File: src/rtl/apb_rr_master_pkg.sv
// Shared types and helpers for the round-robin APB master.
package apb_rr_master_pkg;

  typedef enum logic [1:0] {
    IDLE   = 2'd0,
    SETUP  = 2'd1,
    ACCESS = 2'd2,
    RDCAP  = 2'd3
  } apb_mst_st_e;

  localparam int DEF_NUM_REQ = 4;
  // Pointer/index width covers the full 2..8 requester range.
  localparam int IDX_W = 3;

  function automatic logic [IDX_W-1:0] next_ptr(input logic [IDX_W-1:0] idx, input int n);
    return (int'(idx) >= n - 1) ? {IDX_W{1'b0}} : idx + IDX_W'(1);
  endfunction

endpackage

File: src/rtl/apb_rr_master_rr_arbiter.sv
// Combinational round-robin picker: first set request at or above ptr, wrapping.
module rr_arbiter
  import apb_rr_master_pkg::*;
#(
  parameter int NUM_REQ = DEF_NUM_REQ
) (
  input  logic [NUM_REQ-1:0] req,
  input  logic [IDX_W-1:0]   ptr,
  output logic [NUM_REQ-1:0] gnt,
  output logic               valid
);

  logic [NUM_REQ-1:0] hi_s;
  logic [NUM_REQ-1:0] pick_s;

  // Prefer requests at or above ptr; otherwise fall back to the lowest request.
  always_comb begin
    hi_s = {NUM_REQ{1'b0}};
    for (int i = 0; i < NUM_REQ; i++) begin
      hi_s[i] = req[i] & (IDX_W'(i) >= ptr);
    end
    pick_s = (|hi_s) ? hi_s : req;
    gnt    = pick_s & (~pick_s + NUM_REQ'(1));
    valid  = |req;
  end

endmodule

File: src/rtl/apb_rr_master.sv
// Round-robin APB master sharing one slave port among NUM_REQ requesters.
module apb_rr_master
  import apb_rr_master_pkg::*;
#(
  parameter int NUM_REQ   = DEF_NUM_REQ,
  parameter int addrWidth = 32,
  parameter int dataWidth = 32
) (
  input  logic                           clk,
  input  logic                           rst,
  input  logic [NUM_REQ-1:0]             req,
  input  logic [NUM_REQ-1:0]             req_write,
  input  logic [NUM_REQ*addrWidth-1:0]   req_addr,
  input  logic [NUM_REQ*dataWidth-1:0]   req_wdata,
  output logic [NUM_REQ-1:0]             grant,
  output logic [NUM_REQ-1:0]             done,
  output logic [dataWidth-1:0]           rdata,
  output logic                           busy,
  output logic [addrWidth-1:0]           paddr,
  output logic                           pwrite,
  output logic                           psel,
  output logic                           penable,
  output logic [dataWidth-1:0]           pwdata,
  input  logic [dataWidth-1:0]           prdata
);

  apb_mst_st_e state_r, state_nxt_s;

  logic [NUM_REQ-1:0]   grant_r, done_r, grant_nxt_s, done_nxt_s;
  logic [dataWidth-1:0] rdata_r, pwdata_r, rdata_nxt_s, pwdata_nxt_s;
  logic [addrWidth-1:0] paddr_r, paddr_nxt_s;
  logic                 busy_r, pwrite_r, psel_r, penable_r;
  logic                 busy_nxt_s, pwrite_nxt_s, psel_nxt_s, penable_nxt_s;
  logic [IDX_W-1:0]     ptr_r, ptr_nxt_s, owner_s;

  logic [NUM_REQ-1:0]   arb_gnt_s;
  logic                 arb_valid_s;
  logic [addrWidth-1:0] sel_addr_s;
  logic [dataWidth-1:0] sel_wdata_s;
  logic                 sel_write_s;

  rr_arbiter #(.NUM_REQ(NUM_REQ)) u_arb (
    .req   (req),
    .ptr   (ptr_r),
    .gnt   (arb_gnt_s),
    .valid (arb_valid_s)
  );

  // Winner's request fields and current owner index, selected by one-hot OR.
  always_comb begin
    sel_addr_s  = {addrWidth{1'b0}};
    sel_wdata_s = {dataWidth{1'b0}};
    sel_write_s = 1'b0;
    owner_s     = {IDX_W{1'b0}};
    for (int i = 0; i < NUM_REQ; i++) begin
      sel_addr_s  = sel_addr_s  | (arb_gnt_s[i] ? req_addr[i*addrWidth +: addrWidth]  : {addrWidth{1'b0}});
      sel_wdata_s = sel_wdata_s | (arb_gnt_s[i] ? req_wdata[i*dataWidth +: dataWidth] : {dataWidth{1'b0}});
      sel_write_s = sel_write_s | (arb_gnt_s[i] & req_write[i]);
      owner_s     = owner_s     | (grant_r[i] ? IDX_W'(i) : {IDX_W{1'b0}});
    end
  end

  // FSM state register.
  always_ff @(posedge clk or posedge rst) begin
    if (rst) begin
      state_r <= IDLE;
    end else begin
      state_r <= state_nxt_s;
    end
  end

  // FSM next-state logic.
  always_comb begin
    state_nxt_s = IDLE;
    case (state_r)
      IDLE:    state_nxt_s = arb_valid_s ? SETUP : IDLE;
      SETUP:   state_nxt_s = ACCESS;
      ACCESS:  state_nxt_s = pwrite_r ? IDLE : RDCAP;
      RDCAP:   state_nxt_s = IDLE;
      default: state_nxt_s = IDLE;
    endcase
  end

  // Output/datapath next values; outputs are registered so they follow the state they belong to.
  always_comb begin
    grant_nxt_s   = grant_r;
    done_nxt_s    = {NUM_REQ{1'b0}};
    rdata_nxt_s   = rdata_r;
    paddr_nxt_s   = paddr_r;
    pwrite_nxt_s  = pwrite_r;
    pwdata_nxt_s  = pwdata_r;
    ptr_nxt_s     = ptr_r;
    case (state_r)
      IDLE: begin
        grant_nxt_s  = arb_valid_s ? arb_gnt_s   : {NUM_REQ{1'b0}};
        paddr_nxt_s  = arb_valid_s ? sel_addr_s  : {addrWidth{1'b0}};
        pwdata_nxt_s = arb_valid_s ? sel_wdata_s : {dataWidth{1'b0}};
        pwrite_nxt_s = arb_valid_s & sel_write_s;
      end
      SETUP: begin
        // Write completion is signalled in ACCESS itself.
        done_nxt_s = pwrite_r ? grant_r : {NUM_REQ{1'b0}};
      end
      ACCESS: begin
        if (pwrite_r) begin
          grant_nxt_s  = {NUM_REQ{1'b0}};
          paddr_nxt_s  = {addrWidth{1'b0}};
          pwdata_nxt_s = {dataWidth{1'b0}};
          pwrite_nxt_s = 1'b0;
          ptr_nxt_s    = next_ptr(owner_s, NUM_REQ);
        end else begin
          grant_nxt_s  = grant_r;
        end
      end
      RDCAP: begin
        rdata_nxt_s  = prdata;
        done_nxt_s   = grant_r;
        grant_nxt_s  = {NUM_REQ{1'b0}};
        paddr_nxt_s  = {addrWidth{1'b0}};
        pwdata_nxt_s = {dataWidth{1'b0}};
        pwrite_nxt_s = 1'b0;
        ptr_nxt_s    = next_ptr(owner_s, NUM_REQ);
      end
      default: begin
        grant_nxt_s  = {NUM_REQ{1'b0}};
      end
    endcase
    psel_nxt_s    = (state_nxt_s == SETUP) || (state_nxt_s == ACCESS);
    penable_nxt_s = (state_nxt_s == ACCESS);
    busy_nxt_s    = (state_nxt_s != IDLE);
  end

  // Output and datapath registers.
  always_ff @(posedge clk or posedge rst) begin
    if (rst) begin
      grant_r   <= {NUM_REQ{1'b0}};
      done_r    <= {NUM_REQ{1'b0}};
      rdata_r   <= {dataWidth{1'b0}};
      paddr_r   <= {addrWidth{1'b0}};
      pwdata_r  <= {dataWidth{1'b0}};
      pwrite_r  <= 1'b0;
      psel_r    <= 1'b0;
      penable_r <= 1'b0;
      busy_r    <= 1'b0;
      ptr_r     <= {IDX_W{1'b0}};
    end else begin
      grant_r   <= grant_nxt_s;
      done_r    <= done_nxt_s;
      rdata_r   <= rdata_nxt_s;
      paddr_r   <= paddr_nxt_s;
      pwdata_r  <= pwdata_nxt_s;
      pwrite_r  <= pwrite_nxt_s;
      psel_r    <= psel_nxt_s;
      penable_r <= penable_nxt_s;
      busy_r    <= busy_nxt_s;
      ptr_r     <= ptr_nxt_s;
    end
  end

  assign grant   = grant_r;
  assign done    = done_r;
  assign rdata   = rdata_r;
  assign busy    = busy_r;
  assign paddr   = paddr_r;
  assign pwrite  = pwrite_r;
  assign psel    = psel_r;
  assign penable = penable_r;
  assign pwdata  = pwdata_r;

endmodule

File: config.mk
export PLATFORM = sky130hd
export DESIGN_NAME = apb_rr_master
export DESIGN_NICKNAME = d
export VERILOG_FILES = /design/src/rtl/apb_rr_master_pkg.sv /design/src/rtl/apb_rr_master_rr_arbiter.sv /design/src/rtl/apb_rr_master.sv
export SDC_FILE = /design/constraint.sdc
export NUM_CORES = 1
export LEC_CHECK = 0
export BUFFER_PORTS_ARGS = -buffer_cell sky130_fd_sc_hd__buf_2
export CAP_MARGIN = 20
export CORE_AREA = 3 3 158 160
export CTS_BUF_LIST = sky130_fd_sc_hd__clkbuf_16
export CTS_CLUSTER_DIAMETER = 60
export CTS_CLUSTER_SIZE = 10
export DETAILED_ROUTE_END_ITERATION = 7
export DIE_AREA = 0 0 161 163
export SLEW_MARGIN = 30
export SYNTH_ARGS = -nofsm -noshare
export SYNTH_HDL_FRONTEND = slang
export SYNTH_SLANG_ARGS = --single-unit
File: constraint.sdc
create_clock -name clk -period 3.9 [get_ports clk]
set_input_delay 0.585 -clock clk [delete_from_list [all_inputs] [get_ports clk]]
set_output_delay 0.585 -clock clk [all_outputs]
set_load 0.005 [all_outputs]
==> results of run 1 <==
Yosys cell counts, types with 4 or more instances:
cell / number
a22oi_1: 89
nor2_1: 5
a22oi_2: 39
and2_1: 4
o221ai_1: 44
buf_6: 7
buf_2: 20
buf_4: 11
dfrtp_1: 112
nand2_1: 13
mux2_2: 32
inv_1: 72
clkbuf_1: 8
o221ai_2: 20
routing by layer:
layer / GRT usage [%] / up-vias / share of wire [%]
met5: 0 / - / 0.094
met4: 4.497 / 4 / 1.6
met3: 3.586 / 28 / 7.2
met2: 28.55 / 276 / 51
li1: - / 2694 / -
met1: 20.60 / 2820 / 40
stage by stage:
stage,setup slack (ns),hold slack [ns]
6_report,1.755,0.3207
2_1_floorplan,0.3560,0.5007
3_3_place_gp,1.506,0.4820
3_5_place_dp,1.523,0.4880
4_1_cts,1.726,0.3548
5_1_grt,1.576,0.3619
sequential cells by signal, indices dropped and copies added, names as in the netlist:
| register | count |
|---|---|
| busy | 1 |
| rdata | 32 |
| psel | 1 |
| state_r | 2 |
| pwrite | 1 |
| penable | 1 |
| paddr | 32 |
| grant | 4 |
| done | 4 |
| ptr_r | 2 |
| pwdata | 32 |
critical path, cell delays in order (launching register included):
cell,delay [ns]
dfrtp_1,0.47
nand2b_1,0.16
o21ai_1,0.08
a32oi_1,0.23
nand2b_4,0.78
o221ai_1,0.24
area by class of cell:
| class | instances | area, um2 | area share (%) |
|---|---|---|---|
| Tap cell | 319 | 399.1 | 4.720 |
| Inverter | 72 | 272.8 | 3.225 |
| Clock inverter | 7 | 65.06 | 0.7693 |
| Multi-Input combinational cell | 277 | 2562 | 30.30 |
| Clock buffer | 9 | 225.2 | 2.663 |
| Sequential cell | 112 | 2803 | 33.14 |
| Timing Repair Buffer | 412 | 2130 | 25.18 |
kinds of logic (layout without fill, tap and decap cells):
kind of cell,Yosys count,after routing,share of synthesized area [%]
buffers and inverters,118,500,9.519
AO/OA/AOI/OAI,213,213,33.79
multiplexers,32,32,6.106
AND/OR/NAND/NOR,29,29,2.523
XOR/XNOR,1,1,0.1484
adder cells (fa/ha/maj),2,2,0.4239
flip-flops,112,112,47.49
final timing paths:
check | end | depth (start not counted) | start
min in group clk | rdata[5] | 2 | prdata[5]
setup reg to reg | paddr[10] | 5 | ptr_r[1]
setup / recovery | paddr[10] | 5 | ptr_r[1]
hold / removal | pwdata[19] | 2 | rst
max in group asynchronous | pwdata[13] | 3 | rst
hold reg to reg | rdata[7] | 1 | rdata[7]
power by group:
part	leakage [uW]	internal, uW	total (uW)	switching, uW
Combinational	0.00271	1200	2600	1400
Clock	0.000143	450	934	484
Sequential	0.00142	1650	1920	278
Total	0.00427	3300	5460	2160
==> impl_metrics.env, run 1 <==
export IMPL_numClockSinks=112
export IMPL_crit_required_ns=4.08
export IMPL_fin_setup_tns_ns=0
export IMPL_cp_end_kind="flip-flop"
export IMPL_setup_viol=0
export IMPL_fin_crit_sh_pct=55.01
export IMPL_cts_buffer_depth=2
export IMPL_cts_hold_buf=0
export IMPL_clk_pin_slew_ns=0.08
export IMPL_power_density_nw_per_um2=645.0
export IMPL_area_growth_pct=43.29
export IMPL_viasPerCell=4.820
export IMPL_drc=0
export IMPL_ctsRootBufferMaster="clkbuf_16"
export IMPL_grt_max_degree=67
export IMPL_maxSlewViolCount=0
export IMPL_cts_resized=0
export IMPL_synth_warnings=0
export IMPL_initial_utilization_pct=25.07
export IMPL_synthArstFlopShare_pct=100.0
export IMPL_fill_cells=2441
export IMPL_htree_num_levels=3
export IMPL_globalplace_congestion=0.7977
export IMPL_synth_top_cell_area_share_pct=47.49
export IMPL_syn_inst=507
export IMPL_ys_seq_area_share_pct=47.49
export IMPL_rsz0062_at_grt="no"
export IMPL_synth_ff_type="dfrtp_1"
export IMPL_core_um2=23540
export IMPL_mostFrequentLayoutCells="buf_2 (405), dfrtp_1 (112), a22oi_1 (89)"
export IMPL_synthTopCellsByArea="dfrtp_1 (47%), a22oi_1 (11%), a22oi_2 (8.3%)"
export IMPL_drt_wl_total_um=22410
export IMPL_power_leakage_uw=0.004272
export IMPL_io_buffers=405
export IMPL_die_w_um=161
export IMPL_fp_row_count=56
export IMPL_fmax_mhz=466.1
export IMPL_worstHoldPathType="input pin to async pin"
export IMPL_syn_area_um2=5902
export IMPL_mostFrequentLayoutCell="buf_2"
export IMPL_die_area_um2=26240
export IMPL_postCtsSetupBuffers=0
export IMPL_status="finished clean"
export IMPL_die_y_um=163
export IMPL_ys_types=36
export IMPL_path_max_fanout=65
export IMPL_fin_crit_ns=2.145
export IMPL_dr_pass1_iters=5
export IMPL_hold_viol_final=0
export IMPL_grt_pass1_vias=5970
export IMPL_worstSetupPathType="flip-flop to flip-flop"
export IMPL_synth_edf_count=0
export IMPL_drive_gt1_share_pct=59.28
export IMPL_ant_nets=0
export IMPL_cp_start_kind="flip-flop"
export IMPL_synth_nets=807
export IMPL_grt_antenna_before_repair=2
export IMPL_total_power_uw=5455
export IMPL_postPlaceCellArea_um2=8167
export IMPL_via_count=5822
export IMPL_wl_per_cell_um=18.55
export IMPL_detailed_place_hpwl_um=17010
export IMPL_track_usage_pct=16.41
export IMPL_cts_buffers=9
export IMPL_final_area_um2=8457
export IMPL_nets=1184
export IMPL_stdcell_count=1208
export IMPL_slew_headroom_pct=36.64
export IMPL_maxCapViolations=0
export IMPL_ir_worst_vdd_v=0.0002978
export IMPL_ios=406
export IMPL_rrSetupSlack_ns=1.75
export IMPL_fin_util_pct=35.92
export IMPL_grt_pass1_wl_um=34000
export IMPL_skew_ns=0.01308
export IMPL_cts_tree="built"
export IMPL_insertion_delay_ns=0.36
export IMPL_gr_total_overflow=0
export IMPL_syn_area_per_cell_um2=11.64
export IMPL_drtIter0Drc=296
export IMPL_synth_seq_cells=112
export IMPL_cp_arrival_ns=2.33
export IMPL_worstMarginPinSlew_ns=0.9504
export IMPL_numPlacedInstances=1192
export IMPL_diodes=0
export IMPL_synth_top_cell_by_area="dfrtp_1"
Note: power is estimated with default switching activity, not from simulation.
==> inputs of run 2 (changes only) <==
- clock period: 3.9 -> 1.8 ns (I/O delays scaled with it)
==> impl_metrics.env, run 2 (same netlist as run 1, synthesis figures left out) <==
export IMPL_status="finished clean"
export IMPL_rrSetupSlack_ns=0.07
export IMPL_io_buffers=405
export IMPL_detailed_place_hpwl_um=17500
export IMPL_dr_pass1_iters=5
export IMPL_crit_path_max_incr_delay_ns=0.46
export IMPL_power_leakage_uw=0.004390
export IMPL_drive_gt1_share_pct=60.18
export IMPL_regArea_um2=2804
export IMPL_gr_total_overflow=0
export IMPL_mostFrequentLayoutCell="buf_2"
export IMPL_core_um2=23540
export IMPL_cts_tree="built"
export IMPL_hold_viol_final=0
export IMPL_r2r_end="paddr[6]"
export IMPL_drt_wl_total_um=22540
export IMPL_die_y_um=163
export IMPL_holdPathStages=2
export IMPL_crit_chain="nor2b_2 -> o21ai_1 -> and3_4 -> buf_12 -> a22oi_1 -> o221ai_1"
export IMPL_die_area_um2=26240
export IMPL_area_growth_pct=47.53
export IMPL_wl_per_cell_um=18.41
export IMPL_grt_antenna_before_repair=1
export IMPL_multi_input_area_um2=2570
export IMPL_setup_ws_ns=0.07238
export IMPL_crit_slowest_cell="dfrtp_1"
export IMPL_cp_num_buf_inv=1
export IMPL_fin_crit_ns=1.728
export IMPL_rsz0062_at_grt="no"
export IMPL_worst_hold_path_endpoint="rdata[20]"
export IMPL_ios=406
export IMPL_grt_pass1_wl_um=33670
export IMPL_viasPerCell=4.817
export IMPL_ir_worst_vdd_v=0.0006499
export IMPL_ant_nets=0
export IMPL_fp_row_count=56
export IMPL_postCtsSetupBuffers=0
export IMPL_worstMarginPinSlew_ns=0.4351
export IMPL_reg2regPathDepth=6
export IMPL_cp_depth=6
export IMPL_initial_utilization_pct=25.07
export IMPL_clk_pin_slew_ns=0.09
export IMPL_cp_end_kind="flip-flop"
export IMPL_cts_buffer_depth=2
export IMPL_place_ws_ns=0.03655
export IMPL_cp_arrival_ns=1.94
export IMPL_hold_path_startpoint="prdata[20]"
export IMPL_numClockSinks=112
export IMPL_ctsRootBufferMaster="clkbuf_16"
export IMPL_worstHoldPathType="input pin to flip-flop"
export IMPL_drtIter0Drc=375
export IMPL_fmax_mhz=578.8
export IMPL_maxCapViolations=0
export IMPL_track_usage_pct=16.29
export IMPL_skew_ns=0.008803
export IMPL_fin_crit_sh_pct=95.98
export IMPL_cts_buffers=9
export IMPL_nets=1199
export IMPL_total_power_uw=12260
export IMPL_insertion_delay_ns=0.36
export IMPL_grt_pass1_vias=5923
export IMPL_crit_required_ns=2.02
export IMPL_slew_headroom_pct=70.80
export IMPL_drc=0
export IMPL_cp_start_kind="flip-flop"
export IMPL_setup_viol=0
export IMPL_critical_path_top_delay_family="compound AO/OA/AOI/OAI gates"
export IMPL_grt_max_degree=65
export IMPL_power_density_nw_per_um2=1409
export IMPL_r2r_start="ptr_r[0]"
export IMPL_path_max_fanout=37
export IMPL_fin_setup_tns_ns=0
export IMPL_via_count=5896
export IMPL_die_w_um=161
export IMPL_mostFrequentLayoutCells="buf_2 (405), dfrtp_1 (111), a22oi_1 (89)"
export IMPL_maxSlewViolCount=0
export IMPL_htree_num_levels=3
export IMPL_worstSetupPathType="flip-flop to flip-flop"
export IMPL_globalplace_congestion=0.7988
export IMPL_fill_cells=2426
[run 2: cell types whose count changed in the layout (fill, tap and decap cells not counted), sizes merged]
cell / previous run / this run
buf: 412 / 426
clkinv: 1 / 4
diode: 0 / 1
dlygate4sd3: 0 / 1
inv: 77 / 74
[run 2: layer usage]
| metal | vias up | part of all wire [%] | wire, um | global-route usage (%) |
|---|---|---|---|---|
| li1 | 2727 | - | - | - |
| met1 | 2869 | 40 | 9102 | 20.51 |
| met2 | 268 | 50 | 11360 | 27.73 |
| met3 | 32 | 6.9 | 1559 | 3.739 |
| met4 | 0 | 2.3 | 516 | 5.358 |
| met5 | - | 0 | 0 | 0 |
[run 2: per-stage QoR]
stage,utilization (%),hold slack (ns),std cells,instance area (um2)
after global routing,36.98,0.1076,1224,8707
after detailed placement,35.62,0.4037,1206,8386
final,36.98,0.1307,1224,8707
after CTS,36.94,0.1086,1223,8696
after global placement,35.62,0.4044,1206,8386
after floorplan,-,0.4153,507,5906
[run 2: where the power goes]
| part | internal (uW) | switching, uW |
|---|---|---|
| Clock | 987 | 1080 |
| Combinational | 2910 | 3130 |
| Sequential | 3560 | 597 |
| Total | 7460 | 4800 |
[run 2: cell type report]
cell class	instances	share of cell area, %
timing repair buffer	427	27.07
clock buffer	9	2.587
inverter	72	3.147
sequential	112	32.20
antenna	1	0.02874
tap	319	4.584
multi-input combinational	277	29.52
clock inverter	7	0.8622
[run 2: worst max path at each step]
stage	slack, ns	endpoint	start
final	0.07	paddr[6]	ptr_r[0]
after global routing	0.006	pwdata[19]	ptr_r[0]
after CTS	0.01	paddr[6]	ptr_r[1]
after detailed placement	0.04	paddr[6]	ptr_r[1]
after global placement	0.09	pwdata[16]	ptr_r[1]
after floorplan	0.17	busy	rst
[run 2: timing repair]
action                                  in CTS  in global routing
hold buffers                                 1                  0
hold endpoints to repair                     8                  0
endpoints found under the setup margin       0                 64
gates resized for setup                      0                  2
